===== src/rtl/spi_arbiter.sv =====
// Round-robin arbiter that shares one SPI master among NUM_REQ requesters.
// Each transfer is framed by a slave select with setup/hold time and guarded by a completion timeout.
module spi_arbiter #(
    parameter int unsigned NUM_REQ  = 4,
    parameter int unsigned DATA_W   = 8,
    parameter int unsigned CS_SETUP = 2,
    parameter int unsigned CS_HOLD  = 2,
    parameter int unsigned TIMEOUT  = 64
) (
    input  logic                      i_clk,
    input  logic                      i_rst,
    input  logic [NUM_REQ-1:0]        i_req,
    input  logic [NUM_REQ*DATA_W-1:0] i_req_data,
    output logic [NUM_REQ-1:0]        o_gnt,
    output logic [DATA_W-1:0]         o_tx_data,
    output logic                      o_tx_valid,
    input  logic                      i_tx_done,
    input  logic [DATA_W-1:0]         i_rx_data,
    output logic [NUM_REQ-1:0]        o_ss_n,
    output logic [NUM_REQ-1:0]        o_rsp_valid,
    output logic [DATA_W-1:0]         o_rsp_data,
    output logic                      o_err,
    output logic                      o_busy
);

    localparam int unsigned IDX_W   = (NUM_REQ > 1) ? $clog2(NUM_REQ) : 1;
    localparam int unsigned SH_MAX  = (CS_SETUP > CS_HOLD) ? CS_SETUP : CS_HOLD;
    localparam int unsigned CNT_MAX = (TIMEOUT > SH_MAX) ? TIMEOUT : SH_MAX;
    localparam int unsigned CNT_W   = $clog2(CNT_MAX + 1);

    typedef enum logic [2:0] {
        IDLE,
        GRANT,
        SETUP,
        XFER,
        HOLD
    } state_t;

    state_t             state;
    state_t             state_nxt;
    logic [CNT_W-1:0]   cnt;
    logic [CNT_W-1:0]   cnt_nxt;
    logic [IDX_W-1:0]   last;
    logic [IDX_W-1:0]   last_nxt;
    logic [IDX_W-1:0]   owner;
    logic [IDX_W-1:0]   owner_nxt;
    logic               timed_out;
    logic               timed_out_nxt;

    logic [NUM_REQ-1:0] gnt_nxt;
    logic [NUM_REQ-1:0] ss_n_nxt;
    logic [NUM_REQ-1:0] rsp_valid_nxt;
    logic [DATA_W-1:0]  tx_data_nxt;
    logic [DATA_W-1:0]  rsp_data_nxt;
    logic               tx_valid_nxt;
    logic               err_nxt;
    logic               busy_nxt;

    logic               win_found;
    logic [IDX_W-1:0]   win_idx;
    logic [DATA_W-1:0]  win_data;
    int unsigned        cand;

    // Round-robin search starting just after the last granted requester.
    always_comb begin
        win_found = 1'b0;
        win_idx   = '0;
        cand      = 0;
        for (int unsigned i = 0; i < NUM_REQ; i++) begin
            cand = (32'(last) + i + 32'd1) % NUM_REQ;
            if (!win_found && i_req[IDX_W'(cand)]) begin
                win_found = 1'b1;
                win_idx   = IDX_W'(cand);
            end
        end
    end

    // Winner's TX word.
    always_comb begin
        win_data = '0;
        for (int unsigned k = 0; k < NUM_REQ; k++) begin
            if (IDX_W'(k) == win_idx) begin
                win_data = i_req_data[k*DATA_W +: DATA_W];
            end
        end
    end

    // Next-state and next-output logic.
    always_comb begin
        state_nxt     = state;
        cnt_nxt       = cnt + CNT_W'(1);
        last_nxt      = last;
        owner_nxt     = owner;
        timed_out_nxt = timed_out;
        gnt_nxt       = '0;
        tx_data_nxt   = o_tx_data;
        ss_n_nxt      = o_ss_n;
        rsp_valid_nxt = '0;
        rsp_data_nxt  = o_rsp_data;
        err_nxt       = 1'b0;
        tx_valid_nxt  = 1'b0;
        busy_nxt      = 1'b0;

        case (state)
            IDLE: begin
                cnt_nxt = '0;
                if (win_found) begin
                    state_nxt     = GRANT;
                    gnt_nxt       = NUM_REQ'(1) << win_idx;
                    tx_data_nxt   = win_data;
                    ss_n_nxt      = ~(NUM_REQ'(1) << win_idx);
                    last_nxt      = win_idx;
                    owner_nxt     = win_idx;
                    timed_out_nxt = 1'b0;
                end
            end
            GRANT: begin
                state_nxt = SETUP;
            end
            SETUP: begin
                if (cnt == CNT_W'(CS_SETUP - 1)) begin
                    state_nxt = XFER;
                end
            end
            XFER: begin
                // Completion takes priority over a coincident timeout.
                if (i_tx_done) begin
                    rsp_data_nxt = i_rx_data;
                    state_nxt    = HOLD;
                end else if (cnt == CNT_W'(TIMEOUT - 1)) begin
                    err_nxt       = 1'b1;
                    timed_out_nxt = 1'b1;
                    state_nxt     = HOLD;
                end
            end
            HOLD: begin
                if (cnt == CNT_W'(CS_HOLD - 1)) begin
                    state_nxt = IDLE;
                    ss_n_nxt  = '1;
                    if (!timed_out) begin
                        rsp_valid_nxt = NUM_REQ'(1) << owner;
                    end
                end
            end
            default: begin
                state_nxt = IDLE;
                ss_n_nxt  = '1;
            end
        endcase

        if (state_nxt != state) begin
            cnt_nxt = '0;
        end

        // Start pulse lands on the final SETUP cycle.
        tx_valid_nxt = (state_nxt == SETUP) && (cnt_nxt == CNT_W'(CS_SETUP - 1));
        busy_nxt     = (state_nxt != IDLE);
    end

    // State and registered outputs.
    always_ff @(posedge i_clk or negedge i_rst) begin
        if (!i_rst) begin
            state       <= IDLE;
            cnt         <= '0;
            last        <= IDX_W'(NUM_REQ - 1);
            owner       <= '0;
            timed_out   <= 1'b0;
            o_gnt       <= '0;
            o_tx_data   <= '0;
            o_tx_valid  <= 1'b0;
            o_ss_n      <= '1;
            o_rsp_valid <= '0;
            o_rsp_data  <= '0;
            o_err       <= 1'b0;
            o_busy      <= 1'b0;
        end else begin
            state       <= state_nxt;
            cnt         <= cnt_nxt;
            last        <= last_nxt;
            owner       <= owner_nxt;
            timed_out   <= timed_out_nxt;
            o_gnt       <= gnt_nxt;
            o_tx_data   <= tx_data_nxt;
            o_tx_valid  <= tx_valid_nxt;
            o_ss_n      <= ss_n_nxt;
            o_rsp_valid <= rsp_valid_nxt;
            o_rsp_data  <= rsp_data_nxt;
            o_err       <= err_nxt;
            o_busy      <= busy_nxt;
        end
    end

endmodule


===== config.mk =====
export PLATFORM = sky130hd
export DESIGN_NAME = spi_arbiter
export DESIGN_NICKNAME = d
export VERILOG_FILES = /design/src/rtl/spi_arbiter.sv
export SDC_FILE = /design/constraint.sdc
export NUM_CORES = 1
export LEC_CHECK = 0
export ABC_AREA = 1
export BUFFER_PORTS_ARGS = -buffer_cell sky130_fd_sc_hd__buf_2
export CAP_MARGIN = 5
export CELL_PAD_IN_SITES_DETAIL_PLACEMENT = 0
export CELL_PAD_IN_SITES_GLOBAL_PLACEMENT = 2
export CORE_MARGIN = 1
export CORE_UTILIZATION = 28
export DETAILED_ROUTE_END_ITERATION = 8
export PLACE_DENSITY = 0.8
export SLEW_MARGIN = 20
export SYNTH_ARGS = -nofsm -noshare
export SYNTH_HDL_FRONTEND = slang
export SYNTH_SLANG_ARGS = --single-unit

===== constraint.sdc =====
create_clock -name i_clk -period 2.2 [get_ports i_clk]
set_input_delay 0.33 -clock i_clk [delete_from_list [all_inputs] [get_ports i_clk]]
set_output_delay 0.33 -clock i_clk [all_outputs]
set_load 0.01 [all_outputs]

# After elaboration in Yosys (flattened, before gate mapping)
# Index checks and enable logic that the tools add are counted.
# op_classes
n_addsub	7
multipliers	0
n_div	0
magnitude_cmp	4
n_eq_ne	16
shifts	2
n_mux	43
n_bitwise	2
n_reduce_logical	16
# op_table
op	n
$mux 8	4
$mux 4	7
$mux 3	5
$pmux 3 s5	1
$eq 7x1->1 const B	2
$mux 1	14
$mux 7	2
$lt 2x3->1 const B	4
$pmux 4 s3	1
$eq 3x2->1 const B	3
$add 2x1->2 const B	4
$bmux 1 s2	4
$mux 2	4
$ne 2x2->1 const B	4
$shl 1x2->4 const A	2
$add 7x1->7 const B	1
$eq 7x6->1 const B	1
$add 2x2->2 const B	2
$eq 2x2->1 const A	2
$logic_and 1x1->1	4
$not 4->4	1
$reduce_and 2->1	2
$reduce_and 4->1	1
$eq 3x1->1 const B	1
other kinds (12)	14
# totals
ff_bits	46
latch_bits	0
ramBits	0
mem_bits_ro	0
in_bits	47
wordCells	103
memories	0

# Depth between registers and ports, before layout
# Gate-level depths: netlist (run 1).
# depth
ltp_word	19
depth_mapped	16

# Least setup slack after synthesis (run 1)
# OpenSTA, ideal clock, no wires.
# synth_timing
path_kind	register to register
from	register last[0]
to	register o_tx_data[1]
arrival_time_ps	1719
required_ps	2082
path_slack_ps	363
stages_incl_launch_ff	13
synth_period_minus_slack_ps	1837
path_cell_list	dfstp_2 -> inv_2 -> nand2_1 -> nand2_1 -> o21ai_1 -> nand3b_1 -> nand2_1 -> buf_4 -> inv_1 -> buf_4 -> nand2_1 -> nor2_1 -> nor2_2
# synth_via
elab_chain_cells	18
word_cells_on_any_way	37
cone_classes	add/sub (6); eq/ne (3); mux (20); reduce/logical (8)
# synth_lines
item	line_no	source
start, declared	43	logic [IDX_W-1:0] last;
start signal, assigned	165	last <= IDX_W'(NUM_REQ - 1);
start signal, assigned	179	last <= last_nxt;
branches (longest 18 deep; another with $add 2x1->2)	-	
end signal, assigned	183	o_tx_data <= tx_data_nxt;
end, declared	15	output logic [DATA_W-1:0] o_tx_data,
# Several ways; the timed one is not identified. The select of a mux whose other input is x is not followed.
# A chain may end at the register's enable or synchronous reset.

# Worst setup path after layout (run 1)
# layout_timing
from	register last[1]
to	register o_ss_n[1]
# layout_via
elab_chain_cells	17
word_cells_on_any_way	34
cone_classes	add/sub (6); eq/ne (1); shift (1); mux (18); bitwise (1); reduce/logical (7)
# layout_lines
item	line_no	source
branches (longest 17 deep; another with $add 2x1->2)	-	
end signal, assigned	185	o_ss_n <= ss_n_nxt;
end, declared	19	output logic [NUM_REQ-1:0] o_ss_n,
# Several ways; the timed one is not identified. The select of a mux whose other input is x is not followed.

==> results.yml, run 1 <==
sta:
  slew_violations: 0
  fin_crit_ns: 2.12
  fin_worst_skew_ns: 0.00717
  period_share: 0.966
  fin_tns_setup_ns: 0
  relSlewSlack: 0.740
  rsz0062_at_grt: "true"
  fmax_ghz: 0.471
  tightest_slew_ns: 0.390
  setup_viol: 0
  hold_viol: 0
cts:
  clock_latency_ns: 0.30
  cts-root-buf: "clkbuf_8"
  clkSinkCount: 46
  cts_max_path_buffers: 2
  path_clk_slew_ns: 0.09
  tritoncts: "done"
  cts_made_buffers: 5
  h-tree-depth: 2
logic_synthesis:
  yosysSeqAreaShare: 0.471
  syn-instance-count: 305
  syn-cell-area_sq_mm: 0.00246
  yosysWarnings: 0
  syn-num-nets: 354
  synth.ff_latch_count: 46
  synth.avg_cell_area_sq_um: 8.07
  netlist-cell-type-count: 30
finish:
  syn_to_final_growth_pct: 35.6
  final_cells: 512
  fin_nets: 455
  layout_commonest_cell: "buf_2"
  nFillCells: 900
  final_cell_mix: "77 x buf_2, 64 x nand2_1, 41 x nor2_1, 40 x dfrtp_1, 33 x inv_1"
  diodes: 0
  drive_gt1_frac: 0.391
worst_setup_path:
  crit_family: "simple AND/OR/NAND/NOR gates"
  path_cells: "inv_4, nand2_1, nand2_1, nand2_2, nand2_4, nor2_4, nand4_1, buf_4, nand2_4, buf_4, nand2_2, o22ai_2, inv_1"
  crit_type: "flip-flop to flip-flop"
  rr_worst_depth: 13
  cp_data_arrival_time_ns: 2.36
  required_ns: 2.44
  cp_max_fo: 7
  cp_num_cells: 13
  worstSetupEndpointType: "flip-flop"
  max_stage_delay_ns: 0.63
  crit_buf_inv: 4
  critPathSlowestCell: "dfstp_2"
  critPathLaunchType: "flip-flop"
floorplanning:
  die_x_um: 95.7
  fp.dieArea_sq_mm: 0.00916
  ios: 78
  row_count: 33
  initial_utilization: 0.295
  die_h_um: 95.7
  coreArea_sq_mm: 0.00834
power:
  p_int_mw: 2.97
  p_per_area_mw_per_mm2: 1710
  power_mw: 5.71
  p_clk_frac: 0.111
  p_comb_frac: 0.654
  vdd_drop_max_uv: 898
  switchingPower_mw: 2.74
  switching_share: 0.480
  p_seq_frac: 0.235
  p_leak_nw: 1.76
detailed_routing:
  via_per_inst: 4.41
  drc_errors: 0
  wl_per_cell_um: 12.3
  drt_first_pass_iters: 4
  initialDrtViolationCount: 34
  dr_total_vias: 2258
  antenna_left: 0
  wl_um: 6280
flow_run:
  maxCapViolCount: 0
grt:
  first_global_vias: 2285
  grt_pass1_wl_um: 10200
  antenna_found_initial: 0
  grt-ovfl-total: 0
  track_usage: 0.144
  grt_max_degree: 18
place:
  io_buffers: 77
  dp_hpwl_um: 4820
  dp_cells: 491
  routabilityCongestion: 0.812
outcome:
  status: "finished clean"
worst_hold_path:
  whs_path_depth: 2
  hp-class: "input port to flip-flop"
kinds of logic (layout without fill, tap and decap cells):
group,count (synthesis),in the layout,synth area share
AO/OA/AOI/OAI,17,17,0.0376
multiplexers,8,8,0.0366
AND/OR/NAND/NOR,185,186,0.351
flip-flops,46,46,0.471
buffers and inverters,42,143,0.0758
XOR/XNOR,5,5,0.0178
adder cells (fa/ha/maj),2,2,0.0102
flip-flops by register name, indices dropped and copies added, names as in the netlist, 3 cells and up:
signal / flops
o_tx_data: 8
o_rsp_data: 8
o_ss_n: 4
o_rsp_valid: 4
state: 3
cnt: 7
o_gnt: 4
repair_timing:
item,4_1_cts,5_1_grt
gates resized for setup,0,33
endpoints found under the hold margin,11,0
endpoints found under the setup margin,0,14
hold buffers,1,0
setup buffers,0,11
cells in the mapped netlist (all sizes together):
master / number / area, sq um
buf: 5 / 42.5
dfstp: 6 / 158
ha: 2 / 25.0
mux2: 8 / 90.1
a21oi: 3 / 15.0
nor3: 8 / 50.1
xor2: 5 / 43.8
nand2: 84 / 355
a31oi: 2 / 12.5
nand4: 6 / 37.5
or2: 1 / 6.26
nand3: 32 / 170
o21ai: 9 / 45.0
dfrtp: 40 / 1000
nand3b: 5 / 37.5
inv: 37 / 144
nor2: 49 / 206
o211ai: 1 / 7.51
o22ai: 2 / 12.5
power by group through the flow:
stage	sequential (mW)	combinational, mW	clock, mW
final	1.34	3.74	0.631
after global routing	1.38	4.24	0.686
after CTS	1.35	3.06	0.655
after detailed placement	1.36	3.06	0
after global placement	1.35	3.06	0
after floorplan	1.45	2.22	0
routing by layer:
layer	up-vias	wire length, um	GRT usage
met5	-	0	0
met4	0	86	0.0448
met3	7	407	0.0403
met2	56	3030	0.246
met1	1023	2760	0.175
li1	1172	-	-
metrics by stage:
step                hold slack, ns  setup WS (ns)  instance area (sq um)  utilization
floorplan                   0.0344          0.363                   2460            -
global placement             0.278         0.0759                   3000        0.360
detailed placement           0.277         0.0655                   3000        0.360
CTS                          0.216         0.0491                   3120        0.375
global route                 0.230        -0.0829                   3340        0.400
finish                       0.227         0.0758                   3340        0.400
path summary, 6_finish.rpt:
kind                            from              to  slack, ns
max in group asynchronous      i_rst       o_ss_n[1]       1.09
setup reg to reg             last[1]       o_ss_n[1]       0.08
setup / recovery             last[1]       o_ss_n[1]       0.08
hold reg to reg            timed_out  o_rsp_valid[1]       0.46
min in group asynchronous      i_rst          cnt[1]       0.48
hold / removal             i_tx_done           o_err       0.23
layout make-up:
class,instances,area [sq um],area share
timing repair buffer,98,546,0.164
tap,105,131,0.0394
clock inverter,3,43.8,0.0131
multi-input combinational,218,1230,0.368
sequential,46,1160,0.347
inverter,37,161,0.0484
clock buffer,5,68.8,0.0206
worst register-to-register path: stages, from the launching register on:
cell     delay (ns)
dfstp_2        0.63
inv_4          0.07
nand2_1        0.06
nand2_1        0.07
nand2_2        0.10
nand2_4        0.07
nor2_4         0.15
nand4_1        0.22
buf_4          0.22
nand2_4        0.09
buf_4          0.12
nand2_2        0.05
o22ai_2        0.16
inv_1          0.05
No activity file was read; power rests on OpenSTA's default activity.
==> run 2, diff against run 1 <==
--- a/config.mk
+++ b/config.mk
@@ -13,7 +13,7 @@
 export CORE_MARGIN = 1
 export CORE_UTILIZATION = 28
 export DETAILED_ROUTE_END_ITERATION = 8
-export PLACE_DENSITY = 0.8
+export PLACE_DENSITY_LB_ADDON = 0.2
 export SLEW_MARGIN = 20
 export SYNTH_ARGS = -nofsm -noshare
 export SYNTH_HDL_FRONTEND = slang
==> results.yml, run 2 (same netlist as run 1, synthesis figures left out) <==
outcome:
  status: "finished clean"
place:
  routabilityCongestion: 0.750
  dp_hpwl_um: 4930
  dp_cells: 491
  place_ws_ns: 0.0587
  io_buffers: 77
cts:
  cts_hold_buf: 0
  cts_max_path_buffers: 2
  h-tree-depth: 2
  tritoncts: "done"
  cts_made_buffers: 5
  clock_latency_ns: 0.30
  path_clk_slew_ns: 0.10
  clkSinkCount: 46
  cts-root-buf: "clkbuf_8"
grt:
  use_met1: 0.197
  met2_usage: 0.239
  grt-ovfl-total: 0
  track_usage: 0.144
  first_global_vias: 2190
  grt_pass1_wl_um: 10100
  top_usage_layer: "met2"
  antenna_found_initial: 0
  grt_max_degree: 27
  use_met3: 0.0205
worst_setup_path:
  rr_worst_depth: 13
  cp_max_fo: 7
  r2r-start: "last[0]"
  max_stage_delay_ns: 0.61
  worstReg2RegEnd: "o_tx_data[7]"
  critPathLaunchType: "flip-flop"
  ff2ff_setup_slack_ns: 0.11
  path_cells: "inv_4, nand2_2, nand2_2, nand2_2, nand2_4, nor2_4, nand4_1, nand2_4, buf_6, nor2_2, nor3_1, nand2_1, nand2_1"
  required_ns: 2.45
  crit_type: "flip-flop to flip-flop"
  critPathSlowestCell: "dfstp_2"
  crit_top_cell: "nand2_2"
  cp_data_arrival_time_ns: 2.34
  worstSetupEndpointType: "flip-flop"
floorplanning:
  die_x_um: 95.7
  fp.dieArea_sq_mm: 0.00916
  ios: 78
  row_count: 33
  initial_utilization: 0.295
  coreArea_sq_mm: 0.00834
  die_h_um: 95.7
sta:
  tightest_slew_ns: 0.570
  fin_worst_skew_ns: 0.0119
  fin_tns_setup_ns: 0
  relSlewSlack: 0.620
  period_share: 0.950
  hold_viol: 0
  fin_crit_ns: 2.09
  fin_hold_ws_ns: 0.00926
  slew_violations: 0
  setup_ws_ns: 0.110
  setup_viol: 0
  rsz0062_at_grt: "true"
  fmax_ghz: 0.478
detailed_routing:
  drc_errors: 0
  dr_total_vias: 2292
  via_per_inst: 4.47
  antenna_left: 0
  wl_um: 6550
  drt_first_pass_iters: 4
  wl_per_cell_um: 12.8
  initialDrtViolationCount: 45
power:
  p_leak_nw: 1.75
  p_per_area_mw_per_mm2: 1730
  power_mw: 5.69
  vdd_drop_max_uv: 874
finish:
  ff_latch_area_sq_mm: 0.00116
  final_cells: 513
  drive_gt1_frac: 0.382
  final_cell_mix: "77 x buf_2, 68 x nand2_1, 42 x nor2_1, 40 x dfrtp_1, 33 x inv_1"
  diodes: 0
  layout_commonest_cell: "buf_2"
  fin_nets: 456
  syn_to_final_growth_pct: 34.1
  multiInputGateArea_sq_mm: 0.00119
  nFillCells: 892
  top_regs: "o_rsp_data x8, o_tx_data x8, cnt x7"
worst_hold_path:
  hp-class: "input port to asynchronous set/reset pin"
flow_run:
  maxCapViolCount: 0
==> run 2: changes by cell type in the layout (fill, tap and decap cells not counted), sizes merged <==
cell         delta
buf             +1
clkinvlp        +1
nand2           +1
dlygate4sd3     -1
bufinv          -1
==> run 2: final cells by class <==
class | count | area share
well taps | 105 | 0.0398
flip-flops and latches | 46 | 0.351
multi-input cells | 219 | 0.361
inverters | 37 | 0.0489
repair buffers | 98 | 0.171
clock buffers | 5 | 0.0209
clock inverters | 3 | 0.00759
==> run 2: report_power, final <==
group | internal [mW] | switching [mW] | total [mW]
Clock | 0.230 | 0.320 | 0.550
Combinational | 1.49 | 2.31 | 3.80
Sequential | 1.18 | 0.164 | 1.34
Total | 2.89 | 2.80 | 5.69
==> run 2: per-layer routing <==
metal,vias up,share of wire
met1,1049,0.50
met4,0,0.010
li1,1179,-
met3,5,0.040
met5,-,0
met2,59,0.45
==> run 2: worst max path at each step <==
stage                       start            to  slack [ns]  cells after the start
after CTS                 last[0]  o_tx_data[7]        0.04                     13
after detailed placement  last[0]  o_tx_data[6]        0.06                     11
final                     last[0]  o_tx_data[7]        0.11                     13
after floorplan           last[0]  o_tx_data[1]        0.36                     12
after global placement    last[0]  o_tx_data[6]        0.06                     11
after global routing      last[0]  o_tx_data[7]       -0.06                     15
==> run 2: worst max-delay path: cells and delay by family, from the launching register on <==
family	cells	cell delay (ns)
buffers and inverters	2	0.19
flip-flops	1	0.61
AND/OR/NAND/NOR	11	1.24
==> run 2: through the flow <==
stage	util	cell area [sq um]
floorplan	-	2460
detailed placement	0.361	3010
global route	0.395	3300
CTS	0.373	3110
finish	0.395	3300
global placement	0.361	3010
==> run 2: repair_timing <==
action / CTS / global route
hold endpoints to repair: 0 / 0
resized for setup: 0 / 24
buffers inserted: 0 / 12
endpoints found under the setup margin: 0 / 18
==> run 3, diff against run 2 <==
--- a/config.mk
+++ b/config.mk
@@ -5,13 +5,12 @@
 export SDC_FILE = /design/constraint.sdc
 export NUM_CORES = 1
 export LEC_CHECK = 0
-export ABC_AREA = 1
 export BUFFER_PORTS_ARGS = -buffer_cell sky130_fd_sc_hd__buf_2
 export CAP_MARGIN = 5
 export CELL_PAD_IN_SITES_DETAIL_PLACEMENT = 0
 export CELL_PAD_IN_SITES_GLOBAL_PLACEMENT = 2
 export CORE_MARGIN = 1
-export CORE_UTILIZATION = 28
+export CORE_UTILIZATION = 31
 export DETAILED_ROUTE_END_ITERATION = 8
 export PLACE_DENSITY_LB_ADDON = 0.2
 export SLEW_MARGIN = 20
==> constraint.sdc (replaced) <==
create_clock -name i_clk -period 2.1 [get_ports i_clk]
set_input_delay 0.315 -clock i_clk [delete_from_list [all_inputs] [get_ports i_clk]]
set_output_delay 0.315 -clock i_clk [all_outputs]
set_load 0.01 [all_outputs]
==> results.yml, run 3 <==
outcome:
  status: "finished clean"
sta:
  period_share: 0.948
  fin_hold_ws_ns: 0.234
  slew_violations: 0
  fmax_ghz: 0.502
  rsz0062_at_grt: "false"
  fin_crit_ns: 1.99
  relSlewSlack: 0.667
  setup_viol: 0
  tightest_slew_ns: 0.495
  hold_viol: 0
  fin_tns_setup_ns: 0
  fin_worst_skew_ns: 0.00763
worst_setup_path:
  r2r-start: "cnt[0]"
  rr_worst_depth: 6
  crit_type: "flip-flop to flip-flop"
  ff2ff_setup_slack_ns: 0.11
  cp_max_fo: 8
  worstSetupEndpointType: "flip-flop"
  critPathSlowestCell: "or4b_4"
  critPathLaunchType: "flip-flop"
  worstReg2RegEnd: "cnt[6]"
  max_stage_delay_ns: 0.46
  path_cells: "ha_1, or4b_4, o31a_1, nand3_2, a21boi_4, nor2_1"
  cp_data_arrival_time_ns: 2.18
  required_ns: 2.29
floorplanning:
  fp.dieArea_sq_mm: 0.00780
  initial_utilization: 0.320
  coreArea_sq_mm: 0.00721
  die_x_um: 88.3
  row_count: 31
  die_h_um: 88.3
  ios: 78
logic_synthesis:
  synth_flop_cell: "dfrtp_1"
  synth_area_leader_cell: "dfrtp_1"
  yosysWarnings: 0
  netlist-cell-type-count: 55
  syn-cell-area_sq_mm: 0.00231
  post-synth-top-count-cell: "dfrtp_1"
  synth.area.top_cells: "dfrtp_1 43%, dfstp_2 6.8%, mux2_2 5.4%, mux2i_1 4.3%, nor2_1 3.6%"
  syn-instance-count: 205
  synth_common_cells: "40 x dfrtp_1, 22 x nor2_1, 17 x nand2_1"
  synth-edff-count: 0
  synth.avg_cell_area_sq_um: 11.3
  async_reset_ff_frac: 1.00
  yosysTopAreaCellShare: 0.433
  synth.ff_latch_count: 46
  yosysSeqAreaShare: 0.501
  syn-num-nets: 254
flow_run:
  maxCapViolCount: 0
finish:
  layout_commonest_cell: "buf_2"
  final_util: 0.423
  diodes: 0
  final_cells: 400
  final_cell_mix: "77 x buf_2, 39 x dfrtp_1, 22 x nor2_1, 18 x buf_4, 17 x nand2_1"
  syn_to_final_growth_pct: 32.1
  top_regs: "o_rsp_data x8, o_tx_data x8, cnt x7"
  final_area_sq_mm: 0.00305
  drive_gt1_frac: 0.465
  fin_nets: 349
  nFillCells: 744
power:
  p_per_area_mw_per_mm2: 1290
  vdd_drop_max_uv: 470
  p_leak_nw: 1.49
cts:
  cts-root-buf: "clkbuf_8"
  path_clk_slew_ns: 0.09
  clock_latency_ns: 0.30
  tritoncts: "done"
  clkSinkCount: 46
  cts_made_buffers: 5
  cts_max_path_buffers: 2
  h-tree-depth: 2
grt:
  antenna_found_initial: 0
  grt-ovfl-total: 0
  grt_max_degree: 26
  grt_pass1_wl_um: 8790
  first_global_vias: 1786
  track_usage: 0.148
worst_hold_path:
  min_to: "o_err"
  hp-class: "input port to flip-flop"
  hold_start: "i_tx_done"
  whs_path_depth: 2
detailed_routing:
  via_per_inst: 4.74
  drc_errors: 0
  dr_total_vias: 1896
  wl_per_cell_um: 14.0
  antenna_left: 0
  drt_first_pass_iters: 4
  wl_um: 5600
  initialDrtViolationCount: 73
place:
  dp_hpwl_um: 4280
  routabilityCongestion: 0.780
  dp_cells: 390
  io_buffers: 77
  postPlaceCellArea_sq_mm: 0.00290
==> run 3: cell type report <==
type | instances | area, sq um | area share
multi-input cells | 146 | 1080 | 0.354
well taps | 99 | 124 | 0.0406
flip-flops and latches | 46 | 1160 | 0.380
inverters | 5 | 18.8 | 0.00615
clock buffers | 5 | 68.8 | 0.0226
clock inverters | 3 | 68.8 | 0.0226
repair buffers | 96 | 531 | 0.174
==> run 3: worst max-delay path, delay by kind of cell (launching register included) <==
family / cells / cell delay (ns)
AO/OA/AOI/OAI: 2 / 0.59
adder cells (fa/ha/maj): 1 / 0.16
flip-flops: 1 / 0.44
AND/OR/NAND/NOR: 3 / 0.67
==> run 3: worst max path at each step <==
stage	endpoint	start	cells past startpoint
global route	cnt[3]	cnt[1]	7
finish	cnt[6]	cnt[0]	6
global placement	o_tx_valid	cnt[0]	6
CTS	cnt[6]	cnt[0]	6
detailed placement	cnt[6]	cnt[0]	6
floorplan	o_tx_data[0]	last[1]	7
==> run 3: power by group <==
part           total, mW  switching, mW  internal, mW
Clock              0.792          0.315         0.477
Combinational       1.70          0.881         0.816
Sequential          1.44          0.229          1.22
Total               3.93           1.42          2.51
==> run 3: cell families after synthesis <==
| logic type | share of synthesized area |
|---|---|
| simple gates | 0.174 |
| fa+ha+maj | 0.0108 |
| compound gates | 0.167 |
| flops | 0.501 |
| xor+xnor | 0.0190 |
| mux | 0.0969 |
| buf+inv | 0.0309 |
==> run 3: per-stage QoR <==
stage	worst slack (ns)	total power, mW
detailed placement	0.0573	3.18
CTS	0.0299	3.99
finish	0.110	3.93
global route	0.0217	4.24
floorplan	0.221	2.57
global placement	0.120	3.16
==> run 3: layer usage <==
metal	part of all wire	wire [um]	global-route usage
met5	0	0	0
met4	0.0075	42	0.0440
met3	0.050	280	0.0326
met2	0.48	2700	0.248
met1	0.46	2570	0.194
==> run 3: timing repair <==
action / CTS / global route
setup endpoints to repair: 0 / 8
resized for setup: 0 / 1
hold buffers: 1 / 0
buffers inserted: 0 / 1
endpoints found under the hold margin: 3 / 0
